**config.mk**
```make
export PLATFORM = sky130hd
export DESIGN_NAME = hazard_unit_flat
export DESIGN_NICKNAME = d
export VERILOG_FILES = /design/src/rtl/hazard_unit_pkg.sv /design/src/rtl/hazard_unit_if.sv /design/src/rtl/flopr.sv /design/src/rtl/floprc.sv /design/src/rtl/hazard_unit.sv /design/src/flat_wrapper.sv
export SDC_FILE = /design/constraint.sdc
export NUM_CORES = 1
export LEC_CHECK = 0
export CORE_ASPECT_RATIO = 0.8
export CORE_UTILIZATION = 35
export CTS_CLUSTER_SIZE = 20
export DETAILED_ROUTE_END_ITERATION = 10
export PLACE_DENSITY = 0.64
export SLEW_MARGIN = 20
export SYNTH_ARGS = -nofsm -noshare
export SYNTH_HDL_FRONTEND = slang
export SYNTH_HIERARCHICAL = 1
export SYNTH_SLANG_ARGS = --single-unit
```
**constraint.sdc**
```tcl
create_clock -name clk -period 3.53 [get_ports clk]
set_input_delay 0.706 -clock clk [delete_from_list [all_inputs] [get_ports clk]]
set_output_delay 0.706 -clock clk [all_outputs]
set_load 0.005 [all_outputs]
```
**src/rtl/hazard_unit_pkg.sv**
```systemverilog
`default_nettype none
// ============================================================================
// Module      : hazard_unit_pkg
// Description : Shared constants and the operand-forwarding select helper
//               for the pipeline hazard unit.
// Revision    : 1.0 - initial release
// ============================================================================
package hazard_unit_pkg;

    localparam logic [1:0] FWD_RF  = 2'b00;   // operand from register file
    localparam logic [1:0] FWD_WB  = 2'b01;   // operand from Writeback result
    localparam logic [1:0] FWD_MEM = 2'b10;   // operand from Memory ALU result

    localparam logic [3:0] PC_IDX  = 4'd15;   // R15 reads the PC, never forwarded

    // Forward select for one Execute source: Memory match beats Writeback.
    function automatic logic [1:0] fwd_select(
        input logic [3:0] ra,
        input logic [3:0] wa_m,
        input logic       valid_m,
        input logic       regwrite_m,
        input logic [3:0] wa_w,
        input logic       valid_w,
        input logic       regwrite_w
    );
        logic [1:0] sel;
        sel = FWD_RF;
        if (valid_m && regwrite_m && (ra == wa_m) && (ra != PC_IDX)) begin
            sel = FWD_MEM;
        end else if (valid_w && regwrite_w && (ra == wa_w) && (ra != PC_IDX)) begin
            sel = FWD_WB;
        end
        return sel;
    endfunction

endpackage : hazard_unit_pkg
`default_nettype wire

```
**src/rtl/hazard_unit_if.sv**
```systemverilog
`default_nettype none
// ============================================================================
// Module      : hazard_unit_if
// Description : Bundle of pipeline status inputs and hazard control outputs
//               exchanged between the datapath/controller and hazard unit.
// Revision    : 1.0 - initial release
// ============================================================================
interface hazard_unit_if;

    logic [3:0] RA1D;
    logic [3:0] RA2D;
    logic [3:0] WA3D;
    logic       MemtoRegE;
    logic       RegWriteM;
    logic       RegWriteW;
    logic       PCSrcD;
    logic       PCSrcE;
    logic       PCSrcM;
    logic       PCSrcW;
    logic       BranchTakenE;
    logic [1:0] ForwardAE;
    logic [1:0] ForwardBE;
    logic       StallF;
    logic       StallD;
    logic       FlushD;
    logic       FlushE;

    // Pipeline side: supplies stage status, consumes hazard controls.
    modport master (
        output RA1D, RA2D, WA3D, MemtoRegE, RegWriteM, RegWriteW,
               PCSrcD, PCSrcE, PCSrcM, PCSrcW, BranchTakenE,
        input  ForwardAE, ForwardBE, StallF, StallD, FlushD, FlushE
    );

    // Hazard unit side.
    modport slave (
        input  RA1D, RA2D, WA3D, MemtoRegE, RegWriteM, RegWriteW,
               PCSrcD, PCSrcE, PCSrcM, PCSrcW, BranchTakenE,
        output ForwardAE, ForwardBE, StallF, StallD, FlushD, FlushE
    );

endinterface : hazard_unit_if
`default_nettype wire

```
**src/rtl/flopr.sv**
```systemverilog
`default_nettype none
// ============================================================================
// Module      : flopr
// Description : Resettable register, asynchronous active-high reset.
// Revision    : 1.0 - initial release
// ============================================================================
module flopr #(
    parameter int WIDTH = 8
) (
    input  wire logic             clk,
    input  wire logic             reset,
    input  wire logic [WIDTH-1:0] d,
    output logic      [WIDTH-1:0] q
);

    // Plain register, cleared by reset.
    always_ff @(posedge clk or posedge reset) begin
        if (reset) q <= '0;
        else       q <= d;
    end

endmodule : flopr
`default_nettype wire

```
**src/rtl/floprc.sv**
```systemverilog
`default_nettype none
// ============================================================================
// Module      : floprc
// Description : Resettable register with synchronous clear; clear beats load.
// Revision    : 1.0 - initial release
// ============================================================================
module floprc #(
    parameter int WIDTH = 8
) (
    input  wire logic             clk,
    input  wire logic             reset,
    input  wire logic             clear,
    input  wire logic [WIDTH-1:0] d,
    output logic      [WIDTH-1:0] q
);

    // Register with async reset and sync clear taking priority over load.
    always_ff @(posedge clk or posedge reset) begin
        if (reset)      q <= '0;
        else if (clear) q <= '0;
        else            q <= d;
    end

endmodule : floprc
`default_nettype wire

```
**src/rtl/hazard_unit.sv**
```systemverilog
`default_nettype none
// ============================================================================
// Module      : hazard_unit
// Description : Pipeline hazard unit. Tracks register addresses through a
//               shadow E/M/W pipeline and produces operand forwarding,
//               load-use stalls and control-hazard flushes.
// Revision    : 1.0 - initial release
// ============================================================================
module hazard_unit
    import hazard_unit_pkg::*;
(
    input wire logic     clk,
    input wire logic     reset,
    hazard_unit_if.slave hz
);

    logic [3:0] RA1E, RA2E, WA3E, WA3M, WA3W;
    logic       validE, validM, validW;
    logic       LDRstall;
    logic       PCWrPendingF;
    logic       flush_e;

    // D->E shadow stage: the bubble inserted by FlushE also drops validE.
    floprc #(.WIDTH(13)) u_shadow_de (
        .clk   (clk),
        .reset (reset),
        .clear (flush_e),
        .d     ({hz.RA1D, hz.RA2D, hz.WA3D, 1'b1}),
        .q     ({RA1E, RA2E, WA3E, validE})
    );

    // E->M shadow stage, never stalled or flushed.
    flopr #(.WIDTH(5)) u_shadow_em (
        .clk   (clk),
        .reset (reset),
        .d     ({WA3E, validE}),
        .q     ({WA3M, validM})
    );

    // M->W shadow stage, never stalled or flushed.
    flopr #(.WIDTH(5)) u_shadow_mw (
        .clk   (clk),
        .reset (reset),
        .d     ({WA3M, validM}),
        .q     ({WA3W, validW})
    );

    // Hazard detection; validE clears asynchronously, so reset kills a stall at once.
    always_comb begin
        LDRstall     = validE & hz.MemtoRegE & ((hz.RA1D == WA3E) | (hz.RA2D == WA3E));
        PCWrPendingF = hz.PCSrcD | hz.PCSrcE | hz.PCSrcM;
        flush_e      = LDRstall | hz.BranchTakenE;
    end

    // Output decode; StallF is masked in reset so a pending PC write cannot freeze Fetch.
    always_comb begin
        hz.ForwardAE = fwd_select(RA1E, WA3M, validM, hz.RegWriteM,
                                  WA3W, validW, hz.RegWriteW);
        hz.ForwardBE = fwd_select(RA2E, WA3M, validM, hz.RegWriteM,
                                  WA3W, validW, hz.RegWriteW);
        hz.StallF    = (LDRstall | PCWrPendingF) & ~reset;
        hz.StallD    = LDRstall;
        hz.FlushD    = PCWrPendingF | hz.PCSrcW | hz.BranchTakenE;
        hz.FlushE    = flush_e;
    end

endmodule : hazard_unit
`default_nettype wire

```
**src/flat_wrapper.sv**
```systemverilog
// flat-port wrapper written by rule: the top's interface ports become plain ports
module hazard_unit_flat import hazard_unit_pkg::*;
  (clk, reset, hz_RA1D, hz_RA2D, hz_WA3D, hz_MemtoRegE, hz_RegWriteM, hz_RegWriteW, hz_PCSrcD, hz_PCSrcE, hz_PCSrcM, hz_PCSrcW, hz_BranchTakenE, hz_ForwardAE, hz_ForwardBE, hz_StallF, hz_StallD, hz_FlushD, hz_FlushE);
  hazard_unit_if hz_i ();
  input wire logic clk;
  input wire logic reset;
  input wire logic [$bits(hz_i.RA1D)-1:0] hz_RA1D;
  input wire logic [$bits(hz_i.RA2D)-1:0] hz_RA2D;
  input wire logic [$bits(hz_i.WA3D)-1:0] hz_WA3D;
  input wire logic [$bits(hz_i.MemtoRegE)-1:0] hz_MemtoRegE;
  input wire logic [$bits(hz_i.RegWriteM)-1:0] hz_RegWriteM;
  input wire logic [$bits(hz_i.RegWriteW)-1:0] hz_RegWriteW;
  input wire logic [$bits(hz_i.PCSrcD)-1:0] hz_PCSrcD;
  input wire logic [$bits(hz_i.PCSrcE)-1:0] hz_PCSrcE;
  input wire logic [$bits(hz_i.PCSrcM)-1:0] hz_PCSrcM;
  input wire logic [$bits(hz_i.PCSrcW)-1:0] hz_PCSrcW;
  input wire logic [$bits(hz_i.BranchTakenE)-1:0] hz_BranchTakenE;
  output wire logic [$bits(hz_i.ForwardAE)-1:0] hz_ForwardAE;
  output wire logic [$bits(hz_i.ForwardBE)-1:0] hz_ForwardBE;
  output wire logic [$bits(hz_i.StallF)-1:0] hz_StallF;
  output wire logic [$bits(hz_i.StallD)-1:0] hz_StallD;
  output wire logic [$bits(hz_i.FlushD)-1:0] hz_FlushD;
  output wire logic [$bits(hz_i.FlushE)-1:0] hz_FlushE;
  assign hz_i.RA1D = hz_RA1D;
  assign hz_i.RA2D = hz_RA2D;
  assign hz_i.WA3D = hz_WA3D;
  assign hz_i.MemtoRegE = hz_MemtoRegE;
  assign hz_i.RegWriteM = hz_RegWriteM;
  assign hz_i.RegWriteW = hz_RegWriteW;
  assign hz_i.PCSrcD = hz_PCSrcD;
  assign hz_i.PCSrcE = hz_PCSrcE;
  assign hz_i.PCSrcM = hz_PCSrcM;
  assign hz_i.PCSrcW = hz_PCSrcW;
  assign hz_i.BranchTakenE = hz_BranchTakenE;
  assign hz_ForwardAE = hz_i.ForwardAE;
  assign hz_ForwardBE = hz_i.ForwardBE;
  assign hz_StallF = hz_i.StallF;
  assign hz_StallD = hz_i.StallD;
  assign hz_FlushD = hz_i.FlushD;
  assign hz_FlushE = hz_i.FlushE;
  hazard_unit u_core (.clk(clk), .reset(reset), .hz(hz_i));
endmodule
```
==> results of run 1 <==
state kept, by name, summed over array words and instances (netlist names):
name	flops
u_core/u_shadow_em/q	5
u_core/u_shadow_de/q	13
u_core/u_shadow_mw/q	5
Yosys cell counts (2+ instances only):
| library cell | instances | share of area |
|---|---|---|
| o21ai_0 | 2 | 0.0092 |
| nor4_2 | 2 | 0.023 |
| nand2_1 | 7 | 0.024 |
| o21a_1 | 2 | 0.014 |
| xor2_1 | 20 | 0.16 |
| dfrtp_1 | 23 | 0.53 |
| nor2_1 | 7 | 0.024 |
| nor2b_2 | 8 | 0.064 |
| a31oi_1 | 4 | 0.023 |
| and2b_2 | 3 | 0.024 |
| nor2b_4 | 2 | 0.025 |
| inv_1 | 4 | 0.014 |
| nor4_1 | 4 | 0.023 |
layer usage:
metal / GRT usage / vias to the layer above / wire, µm
li1: - / 371 / -
met1: 0.175 / 342 / 974
met2: 0.239 / 19 / 990
met3: 0.0461 / 2 / 71
met4: 0.0333 / 0 / 19
met5: 0 / - / 0
per-stage QoR:
stage / setup WS (ns) / power, W / hold slack, ns / instances
3_3_place_gp: 0.375 / 0.000375 / 0.365 / 161
6_report: 0.385 / 0.000530 / 0.394 / 165
5_1_grt: 0.277 / 0.000564 / 0.417 / 165
4_1_cts: 0.370 / 0.000537 / 0.396 / 165
2_1_floorplan: 1.40 / 0.000337 / 0.354 / 94
3_5_place_dp: 0.377 / 0.000379 / 0.374 / 161
where the power goes:
| part | internal (W) | switching [W] |
|---|---|---|
| sequential | 0.000278 | 0.0000166 |
| clock | 0.0000786 | 0.0000785 |
| combinational | 0.0000471 | 0.0000311 |
| total | 0.000403 | 0.000126 |
cells by family after synthesis:
logic type | share of synthesized area
AOI/OAI and AO/OA | 0.0654
xor gates and xnor gates | 0.161
buffers and inverters | 0.0241
DFF | 0.528
other | 0.00344
and+or+nand+nor | 0.218
layout make-up:
cell class              instances  area (µm²)
multi-input cells              66         488
inverters                       4        15.0
flip-flops and latches         23         576
clock buffers                   3        41.3
repair buffers                 30         298
fillers                       273        1380
clock inverters                 1        5.00
well taps                      38        47.5
path summary, 6_finish.rpt:
check / start / endpoint / slack [ns]
setup / recovery: hz_RA2D[0] / hz_StallF / 0.38
hold / removal: u_core/u_shadow_em/q[0] / u_core/u_shadow_mw/q[0] / 0.39
setup reg to reg: u_core/u_shadow_de/q[2] / u_core/u_shadow_de/q[12] / 1.72
hold reg to reg: u_core/u_shadow_em/q[0] / u_core/u_shadow_mw/q[0] / 0.39
max in group asynchronous: reset / u_core/u_shadow_de/q[7] / 2.28
min in group asynchronous: reset / u_core/u_shadow_mw/q[0] / 0.75
worst max-delay path, delay by kind of cell:
family / cells / cell delay (ns)
compound gates: 2 / 0.29
buf+inv: 2 / 0.95
xor+xnor: 1 / 0.17
simple gates: 1 / 0.33
==> metrics.yaml, run 1 <==
die:
  core.rowCount: 17
  start_util: 0.382
  io_pins: 30
  dieHeight_um: 51.9
  die-area_mm2: 0.00334
  coreArea_mm2: 0.00285
  die_width_um: 64.4
critical_path:
  cp_slowest_cell: "clkdlybuf4s50_1"
  crit_fanout: 3
  max_stage_delay_ns: 0.50
  crit_required_ns: 2.82
  crit_path_cell_trace: "clkdlybuf4s50_1 -> xor2_1 -> nor4_2 -> o211ai_2 -> a21oi_2 -> clkdlybuf4s50_1"
  end_kind: "output port"
  cpMostUsedCell: "clkdlybuf4s50_1"
  cp.arrival_ns: 2.44
  crit_type: "in2out"
  r2r_cells: 6
  crit_path_start_kind: "primary input"
global_route:
  track_usage: 0.141
  grt_max_degree: 14
  grt_pass1_vias: 740
  grt_pass1_wl_mm: 3.47
  grt_overflow_total: 0
  antenna_found_initial: 0
layout:
  post-route-util: 0.516
  layout.cells.most_common: "clkdlybuf4s50_1"
  mostFrequentLayoutCells: "clkdlybuf4s50_1, dfrtp_1, xor2_1, nor2b_2"
  drive_gt1_frac: 0.173
  area_growth_pct: 34.9
  fin_area_mm2: 0.00147
  n_antenna_cell: 0
  nets: 150
clocking:
  cts.path.max_buffers: 2
  cts_resized: 0
  cts.clk_slew.worst_paths_ns: 0.08
  h-tree-depth: 1
  clock_latency_ns: 0.26
  numCtsBuffers: 3
  hold_buffers: 0
  post-cts-setup-buffers: 0
  cts_sinks: 23
  cts-root-buf: "clkbuf_8"
  cts_tree: "done"
job:
  cap_violations: 0
logic_synthesis:
  synth_nets: 116
  synth_warnings: 6
  synthCells: 94
  yosys_most_used_dff: "dfrtp_1"
  syn_area_mm2: 0.00109
  synth_edf_count: 0
  synth_area_per_cell_um2: 11.6
  synth_cell_type_count: 19
  synth_seq_cells: 23
  ys_seq_area_frac: 0.528
  synth-async-reset-ratio: 1.00
sta:
  min_period_ns: 3.15
  slew_headroom: 0.644
  setup_tns_ns: 0
  worst_pin_slew_ns: 0.534
  max_freq_ghz: 0.318
  hold_violations: 0
  finalSetupViolations: 0
  fin_crit_sh: 0.891
  rsz0062_at_grt: "false"
  clock_skew_ns: 0.00382
  drv_slew: 0
drt:
  vias_per_cell: 4.45
  ant_nets: 0
  drt-total-wl_mm: 2.06
  num_vias: 734
  drt_first_pass_iters: 3
  drc: 0
  wire_per_inst_um: 12.5
  drtIter0Drc: 11
worst_hold_path:
  hp-class: "reg2reg"
  min_path_cells: 0
place:
  dpl_cell_area_mm2: 0.00142
  place_congestion: 0.753
  io_buffers: 29
  hpwl_mm: 1.65
run_status:
  status: "completed"
power:
  ir_drop_uv: 277
  power_per_cell_area_mw_per_mm2: 360
  p_leak_nw: 0.693
Note: power is estimated with default switching activity, not from simulation.
==> run 2, diff against run 1 <==
--- a/config.mk
+++ b/config.mk
@@ -6,10 +6,10 @@
 export NUM_CORES = 1
 export LEC_CHECK = 0
 export CORE_ASPECT_RATIO = 0.8
-export CORE_UTILIZATION = 35
+export CORE_UTILIZATION = 50
 export CTS_CLUSTER_SIZE = 20
 export DETAILED_ROUTE_END_ITERATION = 10
-export PLACE_DENSITY = 0.64
+export PLACE_DENSITY = 0.86
 export SLEW_MARGIN = 20
 export SYNTH_ARGS = -nofsm -noshare
 export SYNTH_HDL_FRONTEND = slang
==> metrics.yaml, run 2 (same netlist as run 1, synthesis figures left out) <==
critical_path:
  crit_required_ns: 2.82
  r2r_cells: 6
  crit_fanout: 3
  cp.arrival_ns: 2.43
  rr_endpoint: "u_core/u_shadow_de/q[10]"
  reg2reg_slack_ns: 1.71
  end_kind: "output port"
  rr_startpoint: "u_core/u_shadow_de/q[2]"
  crit_path_start_kind: "primary input"
  crit_type: "in2out"
clocking:
  h-tree-depth: 1
  hold_buffers: 0
  cts_sinks: 23
  cts.path.max_buffers: 2
  numCtsBuffers: 3
  cts.clk_slew.worst_paths_ns: 0.12
  cts_resized: 0
  cts-root-buf: "clkbuf_4"
  post-cts-setup-buffers: 0
  clock_latency_ns: 0.30
  cts_tree: "done"
die:
  dieHeight_um: 43.8
  coreArea_mm2: 0.00196
  die-area_mm2: 0.00237
  core.rowCount: 14
  start_util: 0.555
  die_width_um: 54.2
  io_pins: 30
layout:
  largest_reg_flops: 13
  n_antenna_cell: 0
  mostFrequentLayoutCells: "clkdlybuf4s50_1, dfrtp_1, xor2_1, nor2b_2"
  num-fill-cells: 137
  area_growth_pct: 31.5
  finalNonFillerCells: 151
  nets: 150
  drive_gt1_frac: 0.165
  top_register: "u_core/u_shadow_de/q"
  top_regs: "u_core/u_shadow_de/q x13, u_core/u_shadow_em/q x5, u_core/u_shadow_mw/q x5"
  layout.cells.most_common: "clkdlybuf4s50_1"
sta:
  max_freq_ghz: 0.318
  fin_crit_sh: 0.890
  rsz0062_at_grt: "false"
  min_period_ns: 3.14
  clock_skew_ns: 0.00857
  setup_tns_ns: 0
  drv_slew: 0
  finalSetupViolations: 0
  slew_headroom: 0.664
  hold_violations: 0
  worst_pin_slew_ns: 0.504
drt:
  num_vias: 755
  ant_nets: 0
  drt-total-wl_mm: 1.89
  drtIter0Drc: 14
  wire_per_inst_um: 12.5
  vias_per_cell: 5.00
  drc: 0
  drt_first_pass_iters: 4
power:
  p_leak_nw: 0.683
  ir_drop_uv: 253
  power_per_cell_area_mw_per_mm2: 340
run_status:
  status: "completed"
global_route:
  grt_pass1_vias: 767
  grt_pass1_wl_mm: 3.15
  grt_overflow_total: 0
  grt_max_degree: 14
  antenna_found_initial: 0
  track_usage: 0.188
place:
  io_buffers: 29
  placed_cells: 147
  hpwl_mm: 1.55
  place_congestion: 0.794
job:
  cap_violations: 0
worst_hold_path:
  hp-start: "u_core/u_shadow_em/q[0]"
  holdPathEnd: "u_core/u_shadow_mw/q[0]"
  min_path_cells: 0
  hp-class: "reg2reg"
## run 2: cell types whose count changed in the layout (fill, tap and decap cells not counted)
cell / before / now
clkbuf_1: 0 / 1
clkinv_2: 1 / 0
clkbuf_4: 0 / 3
clkbuf_8: 3 / 0
## run 2: worst max path at each step
stage | start | endpoint | slack, ns
3_3_place_gp | hz_RA2D[1] | hz_StallF | 0.42
3_5_place_dp | hz_RA1D[2] | hz_StallF | 0.40
2_1_floorplan | hz_RA2D[1] | hz_FlushE | 1.40
5_1_grt | hz_RA1D[2] | hz_FlushE | 0.28
4_1_cts | hz_RA1D[2] | hz_FlushE | 0.39
6_report | hz_RA1D[2] | hz_FlushE | 0.39
## run 2: cell type report
type / instances / area, µm² / area share
Sequential cell: 23 / 576 / 0.402
Multi-Input combinational cell: 66 / 488 / 0.341
Timing Repair Buffer: 30 / 298 / 0.208
Tap cell: 24 / 30.0 / 0.0210
Clock buffer: 4 / 26.3 / 0.0183
Inverter: 4 / 15.0 / 0.0105
## run 2: where the power goes
group          total (W)  internal (W)  switching (W)  leakage (nW)
combinational  0.0000781     0.0000471      0.0000309         0.371
clock           0.000115     0.0000440      0.0000713        0.0150
sequential      0.000293      0.000278      0.0000158         0.297
## run 2: layer usage
metal	track usage	share of wire
met1	0.229	0.45
met4	0.0718	0
met3	0.0421	0.041
met2	0.320	0.51
met5	0	0
## run 2: per-stage QoR
step                       util  worst slack [ns]  hold WS, ns  power, W  cell area, µm²
after detailed placement  0.717             0.398        0.377  0.000377            1410
after floorplan               -              1.40        0.354  0.000337            1090
after global placement    0.717             0.421        0.359  0.000374            1410
after CTS                 0.730             0.390        0.405  0.000490            1430
after global routing      0.730             0.278        0.421  0.000514            1430
final                     0.730             0.390        0.404  0.000487            1430
## run 2: critical path, stage by stage
cell             delay (ns)
clkdlybuf4s50_1        0.44
xor2_1                 0.18
nor4_2                 0.32
o211ai_2               0.14
nand2b_1               0.13
clkdlybuf4s50_1        0.51
